$ cat src/rtl/fifo_word_packer.sv
// Packs RATIO show-ahead FIFO words into one little-endian wide word on a valid/ready output.
// Optional idle-timeout flush of partial words: define PACKER_TIMEOUT_EN.
module fifo_word_packer #(
    parameter int DATAWIDTH = 8,
    parameter int RATIO     = 4,
    parameter int TIMEOUT   = 16
) (
    input  logic                       clk,
    input  logic                       reset,
    input  logic [DATAWIDTH-1:0]       fifo_data,
    input  logic                       fifo_empty,
    output logic                       fifo_rd,
    input  logic                       flush,
    output logic [DATAWIDTH*RATIO-1:0] out_data,
    output logic [RATIO-1:0]           out_keep,
    output logic                       out_valid,
    input  logic                       out_ready,
    output logic [31:0]                word_count
);

    localparam int CW = $clog2(RATIO) + 1;

    if (RATIO < 2 || TIMEOUT < 1) begin : g_param_check
        $error("fifo_word_packer: RATIO must be >= 2 and TIMEOUT >= 1");
    end

    typedef enum logic {
        FILL = 1'b0,
        HOLD = 1'b1
    } state_t;

    state_t                     state_q;
    logic [CW-1:0]              cnt_q;
    logic [DATAWIDTH*RATIO-1:0] asm_q, asm_d;
    logic [RATIO-1:0]           keep_q, keep_d;
    logic [DATAWIDTH*RATIO-1:0] out_data_q;
    logic [RATIO-1:0]           out_keep_q;
    logic                       out_valid_q;
    logic [31:0]                word_count_q;
    logic                       last_lane;
    logic                       flush_eff;
    logic                       tmo_fire;

`ifdef PACKER_TIMEOUT_EN
    localparam int TW = $clog2(TIMEOUT) + 1;
    logic [TW-1:0] tmo_q;
    assign tmo_fire = (state_q == FILL) && (tmo_q == TW'(TIMEOUT));
`else
    assign tmo_fire = 1'b0;
`endif

    assign fifo_rd   = !reset && !fifo_empty &&
                       ((state_q == FILL) || ((state_q == HOLD) && out_ready));
    assign last_lane = (cnt_q == CW'(RATIO - 1));
    assign flush_eff = flush || tmo_fire;

    // Assembly register with the head word merged into lane cnt; used only when a pop happens.
    always_comb begin
        asm_d  = asm_q;
        keep_d = keep_q;
        for (int unsigned i = 0; i < RATIO; i++) begin
            if (cnt_q == i[CW-1:0]) begin
                asm_d[i*DATAWIDTH +: DATAWIDTH] = fifo_data;
                keep_d[i]                       = 1'b1;
            end
        end
    end

    always_ff @(posedge clk) begin
        if (reset) begin
            state_q      <= FILL;
            cnt_q        <= '0;
            asm_q        <= '0;
            keep_q       <= '0;
            out_data_q   <= '0;
            out_keep_q   <= '0;
            out_valid_q  <= 1'b0;
            word_count_q <= '0;
        end else begin
            case (state_q)
                FILL: begin
                    if (fifo_rd && last_lane) begin
                        out_data_q  <= asm_d;
                        out_keep_q  <= '1;
                        out_valid_q <= 1'b1;
                        state_q     <= HOLD;
                        cnt_q       <= '0;
                        asm_q       <= '0;
                        keep_q      <= '0;
                    end else if (flush_eff && (fifo_rd || cnt_q != '0)) begin
                        out_data_q  <= fifo_rd ? asm_d : asm_q;
                        out_keep_q  <= fifo_rd ? keep_d : keep_q;
                        out_valid_q <= 1'b1;
                        state_q     <= HOLD;
                        cnt_q       <= '0;
                        asm_q       <= '0;
                        keep_q      <= '0;
                    end else if (fifo_rd) begin
                        asm_q  <= asm_d;
                        keep_q <= keep_d;
                        cnt_q  <= cnt_q + CW'(1);
                    end
                end
                HOLD: begin
                    if (out_ready) begin
                        word_count_q <= word_count_q + 32'd1;
                        out_valid_q  <= 1'b0;
                        state_q      <= FILL;
                        // Assembly is already empty here, so a pop lands in lane 0.
                        if (fifo_rd) begin
                            asm_q  <= asm_d;
                            keep_q <= keep_d;
                            cnt_q  <= CW'(1);
                        end
                    end
                end
                default: state_q <= FILL;
            endcase
        end
    end

`ifdef PACKER_TIMEOUT_EN
    always_ff @(posedge clk) begin
        if (reset || fifo_rd || tmo_fire || state_q == HOLD || cnt_q == '0) begin
            tmo_q <= '0;
        end else begin
            tmo_q <= tmo_q + TW'(1);
        end
    end
`endif

    assign out_data   = out_data_q;
    assign out_keep   = out_keep_q;
    assign out_valid  = out_valid_q;
    assign word_count = word_count_q;

endmodule
$ cat config.mk
export PLATFORM = sky130hd
export DESIGN_NAME = fifo_word_packer
export DESIGN_NICKNAME = d
export VERILOG_FILES = /design/src/rtl/fifo_word_packer.sv
export SDC_FILE = /design/constraint.sdc
export NUM_CORES = 1
export LEC_CHECK = 0
export CAP_MARGIN = 30
export CORE_UTILIZATION = 45
export DETAILED_ROUTE_END_ITERATION = 8
export MAX_ROUTING_LAYER = met4
export PLACE_DENSITY_LB_ADDON = 0.12
export SYNTH_ARGS = -nofsm -noshare
export SYNTH_HDL_FRONTEND = slang
export SYNTH_SLANG_ARGS = --single-unit
$ cat constraint.sdc
create_clock -name clk -period 4.4 [get_ports clk]
set_input_delay 1.1 -clock clk [delete_from_list [all_inputs] [get_ports clk]]
set_output_delay 1.1 -clock clk [all_outputs]
set_load 0.05 [all_outputs]
==> results of run 1 <==
area by class of cell:
type / instances / area [µm²]
Fill cell: 929 / 4150
Sequential cell: 109 / 2180
Multi-Input combinational cell: 323 / 2150
Timing Repair Buffer: 87 / 851
Tap cell: 133 / 166
Clock buffer: 10 / 138
Clock inverter: 6 / 98.8
Inverter: 23 / 86.3
power breakdown:
part           leakage, nW  total [mW]  internal (mW)  switching, mW
Clock                0.117       0.702          0.346          0.355
Combinational         1.10       0.365          0.122          0.243
Sequential           0.884        1.05           1.03         0.0261
Total                 2.10        2.12           1.50          0.624
layer usage:
metal	up-vias	wire, µm	part of all wire
li1	1911	-	-
met1	1876	4950	0.45
met2	95	5280	0.48
met3	14	551	0.050
met4	0	182	0.017
met5	-	0	0
worst paths after layout:
check,startpoint,endpoint,slack [ns],depth (start not counted)
setup / recovery,fifo_empty,fifo_rd,0.96,4
hold / removal,keep_q[3],keep_q[3],0.47,2
setup reg to reg,cnt_q[0],asm_q[4],2.02,6
hold reg to reg,keep_q[3],keep_q[3],0.47,2
through the flow:
stage | setup slack [ns] | utilization | total power, mW
2_1_floorplan | 1.11 | - | 1.32
3_3_place_gp | 0.986 | 0.553 | 1.44
5_1_grt | 0.888 | 0.577 | 2.20
4_1_cts | 0.967 | 0.577 | 2.14
6_report | 0.959 | 0.577 | 2.12
3_5_place_dp | 0.972 | 0.553 | 1.44
placed cells by master (no fill, tap or decap), types with 10 or more instances in the layout:
cell type / n
a21oi_1: 50
nor2_1: 56
o31ai_1: 13
a22o_1: 10
nand2_1: 12
and2_1: 11
nand4_1: 14
mux2i_1: 24
xor2_1: 12
a211oi_1: 27
clkdlybuf4s50_1: 80
dfxtp_1: 109
inv_1: 23
or4_1: 13
clkbuf_8: 10
worst max-delay path: stages:
cell             delay (ns)
clkdlybuf4s50_1        0.52
or2_2                  0.40
nor2_1                 0.11
buf_4                  0.21
flip-flops by register name (all words and copies together), names as in the netlist:
signal / count
asm_q: 32
cnt_q: 3
keep_q: 4
out_data: 32
out_keep: 4
out_valid: 1
state_q: 1
word_count: 32
cells by family after synthesis:
family / count (synthesis) / synth area share
XOR/XNOR: 13 / 0.0249
buffers and inverters: 55 / 0.0539
AO/OA/AOI/OAI: 131 / 0.199
multiplexers: 24 / 0.0525
adder cells (fa/ha/maj): 6 / 0.0164
flip-flops: 109 / 0.477
AND/OR/NAND/NOR: 149 / 0.177
==> flow_summary_export.csv, run 1 <==
group,metric,value,unit
sta,finalHoldViolCount,0,
placement,gp_congestion,0.826,
clock_network,cts_tree,"built",
die,start_util,0.466,
placement,io_buffers,82,
logic_synthesis,netlist_area,4580,µm²
critical_path,worstSetupStartpointType,"input pin",
clock_network,postCtsHoldBufs,0,
route,drc,0,
clock_network,htree_levels,3,
status,outcome,"complete, no violations",
critical_path,crit_fanout,8,
logic_synthesis,synth_edf_count,0,
die,core_area,9820,µm²
power,p_per_area,374,nW/µm²
sta,worst_hold_slack,0.475,ns
global_routing,met2_usage,0.355,
logic_synthesis,synth-main-ff-cell,"dfxtp_1",
logic_synthesis,synthTopCellsByArea,"dfxtp_1, a21oi_1, mux2i_1",
sta,setup_viol,0,
global_routing,grt_pass1_vias,3573,
clock_network,root_buffer,"clkbuf_8",
power,p_leak,2.10,nW
global_routing,grt_max_degree,72,
sta,post-route-min-period,3.44,ns
logic_synthesis,ys_warn_count,0,
global_routing,grt_use_met1,0.279,
global_routing,antenna_found_initial,0,
worst_hold_path,hp-class,"flop to flop",
clock_network,post-cts-setup-buffer-count,0,
logic_synthesis,avgSynthCellArea,9.40,µm²
logic_synthesis,synth_cell_type_count,47,
sta,rsz0062_at_grt,"no",
final_layout,fin_nets,572,
final_layout,drive_above_1_share,0.0699,
logic_synthesis,synth_top_area_share,0.477,
die,fp.dieH,103,µm
global_routing,grt_use_total,0.223,
logic_synthesis,synth.most_common_cell,"dfxtp_1",
sta,max_clock_freq,0.291,GHz
global_routing,top_usage_layer,"met2",
logic_synthesis,synth_seq_area_share,0.477,
logic_synthesis,syn_inst,487,
sta,max_slew_margin,0.360,
route,viasPerCell,5.64,
clock_network,insertion_delay,0.38,ns
route,drtAntennaViolNets,0,
final_layout,antenna_cells,0,
global_routing,use_met3,0.0515,
sta,final.setup.tns,0,ns
critical_path,cp.required,3.30,ns
logic_synthesis,ys_top_cells_by_count,"dfxtp_1, nor2_1, a21oi_1, a211oi_1, mux2i_1",
clock_network,cts_resized,0,
final_layout,area_growth,23.9,%
logic_synthesis,synthArstFlopShare,0,
die,dieArea,10600,µm²
global_routing,grt_overflow_total,0,
route,drtIter0Drc,160,
logic_synthesis,synth_fp_nets,506,
placement,dpl_cell_area,5430,µm²
die,ios,83,
clock_network,cts_buffers,9,
sta,period_share,0.782,
sta,clock_skew,0.0126,ns
clock_network,clock_sinks,109,
route,num_vias,3896,
clock_network,clkTransAtPathRegs,0.11,ns
run,maxCapViolCount,0,
route,routed_wl,11000,µm
sta,drv_slew,0,
logic_synthesis,ys_seq_elements,109,
die,rows,36,
placement,dp_hpwl,7380,µm
global_routing,grt_pass1_wl,17600,µm
placement,place_inst,675,
final_layout,fin_cells,691,
critical_path,crit_arrival,2.34,ns
die,fp.dieW,103,µm
route,dr.pass1.iters,4,
final_layout,finalInstanceArea,5670,µm²
critical_path,path_class,"input pin to primary output",
power,peakVddDrop,0.000210,V
clock_network,clockBufferDepth,2,
route,wl_per_cell,15.9,µm
logic_synthesis,yosysTopAreaCell,"dfxtp_1",
sta,tightestPinTransition,0.959,ns
critical_path,end_kind,"primary output",
Power figures use the tool's default switching activity.
==> run 2, diff against run 1 <==
- clock period: 4.4 -> 3.27 ns (I/O delays scaled with it)
==> run 2 against run 1 <==
  * First-iteration DRC count shrank 7.5%
  * Sequential cell count is the same
  * Register-to-register slack lost 1.1 ns
  * Critical path type unchanged
  * Highest routed layer unchanged
==> flow_summary_export.csv, run 2 (synthesis gave the netlist of run 1 again) <==
group,metric,value,unit
status,outcome,"complete, no violations",
route,drtIter0Drc,148,
global_routing,grt_pass1_wl,17900,µm
placement,dp_hpwl,7360,µm
global_routing,grt_use_total,0.226,
route,drtAntennaViolNets,0,
final_layout,antenna_cells,0,
sta,period_share,0.894,
final_layout,area_growth,24.4,%
sta,post-route-min-period,2.92,ns
clock_network,root_buffer,"clkbuf_8",
critical_path,crit_arrival,2.11,ns
route,viasPerCell,5.50,
power,p_total,2.74,mW
global_routing,grt_pass1_vias,3592,
clock_network,htree_levels,3,
final_layout,drive_above_1_share,0.0782,
critical_path,worstSetupStartpoint,"fifo_empty",
die,ios,83,
sta,final.setup.tns,0,ns
die,fp.dieH,103,µm
clock_network,postCtsHoldBufs,0,
critical_path,timing.rr.start,"cnt_q[1]",
placement,place_inst,680,
placement,io_buffers,82,
route,routed_wl,10900,µm
final_layout,fillers,952,
route,drc,0,
clock_network,clkTransAtPathRegs,0.10,ns
clock_network,clock_sinks,109,
final_layout,final_cell_mix,"dfxtp_1, clkdlybuf4s50_1, nor2_1",
sta,rsz0062_at_grt,"no",
final_layout,fin_nets,577,
die,dieArea,10600,µm²
sta,setup_ws,0.347,ns
critical_path,path_class,"input pin to primary output",
sta,max_slew_margin,0.351,
die,start_util,0.466,
final_layout,fin_cells,696,
power,p_per_area,482,nW/µm²
sta,max_clock_freq,0.342,GHz
critical_path,worstSetupStartpointType,"input pin",
sta,setup_viol,0,
global_routing,antenna_found_initial,0,
route,num_vias,3831,
sta,finalHoldViolCount,0,
critical_path,crit_fanout,8,
placement,gp_congestion,0.838,
global_routing,grt_max_degree,57,
clock_network,cts_tree,"built",
critical_path,cp.required,2.45,ns
sta,tightestPinTransition,0.973,ns
final_layout,mostFrequentLayoutCell,"dfxtp_1",
clock_network,cts_resized,0,
placement,preCtsSetupSlack,0.357,ns
sta,drv_slew,0,
clock_network,clockBufferDepth,2,
die,rows,36,
power,peakVddDrop,0.000277,V
route,wl_per_cell,15.7,µm
route,dr.pass1.iters,4,
critical_path,end_kind,"primary output",
clock_network,insertion_delay,0.39,ns
die,core_area,9820,µm²
worst_hold_path,hp-class,"flop to flop",
power,p_leak,2.11,nW
run,maxCapViolCount,0,
worst_hold_path,min_from,"keep_q[3]",
sta,clock_skew,0.0165,ns
clock_network,post-cts-setup-buffer-count,0,
clock_network,cts_buffers,9,
sta,worst_hold_slack,0.475,ns
die,fp.dieW,103,µm
global_routing,grt_overflow_total,0,
[run 2: worst max-delay path, stage by stage]
cell and delay [ns]:
clkdlybuf4s50_1 0.51, or2_2 0.40, nor2_1 0.20, buf_12 0.17
[run 2: through the flow]
step           utilization  cell area (µm²)
2_1_floorplan            -             4580
6_report             0.580             5690
4_1_cts              0.580             5690
3_3_place_gp         0.558             5480
5_1_grt              0.580             5690
3_5_place_dp         0.558             5480
[run 2: worst paths after layout]
kind / to / slack [ns] / cells past startpoint
setup / recovery: fifo_rd / 0.35 / 4
hold / removal: keep_q[3] / 0.47 / 2
setup reg to reg: asm_q[4] / 0.94 / 6
hold reg to reg: keep_q[3] / 0.47 / 2
[run 2: area by class of cell]
cell class / count / area (µm²) / share of cell area
clock buffer: 9 / 124 / 0.0218
timing repair buffer: 92 / 901 / 0.158
inverter: 23 / 86.3 / 0.0152
tap: 133 / 166 / 0.0292
multi-input combinational: 323 / 2150 / 0.377
clock inverter: 7 / 86.3 / 0.0152
sequential: 109 / 2180 / 0.383
[run 2: metal layers]
layer | up-vias | track usage | wire (µm)
met2 | 81 | 0.365 | 5160
met1 | 1812 | 0.285 | 5140
met5 | - | - | 0
met4 | 0 | 0.0693 | 172
li1 | 1924 | - | -
met3 | 14 | 0.0447 | 426
[run 2: where the power goes]
part | leakage (nW) | internal [mW] | switching [mW]
combinational | 1.13 | 0.171 | 0.329
clock | 0.0982 | 0.310 | 0.516
sequential | 0.884 | 1.38 | 0.0352
total | 2.11 | 1.86 | 0.880
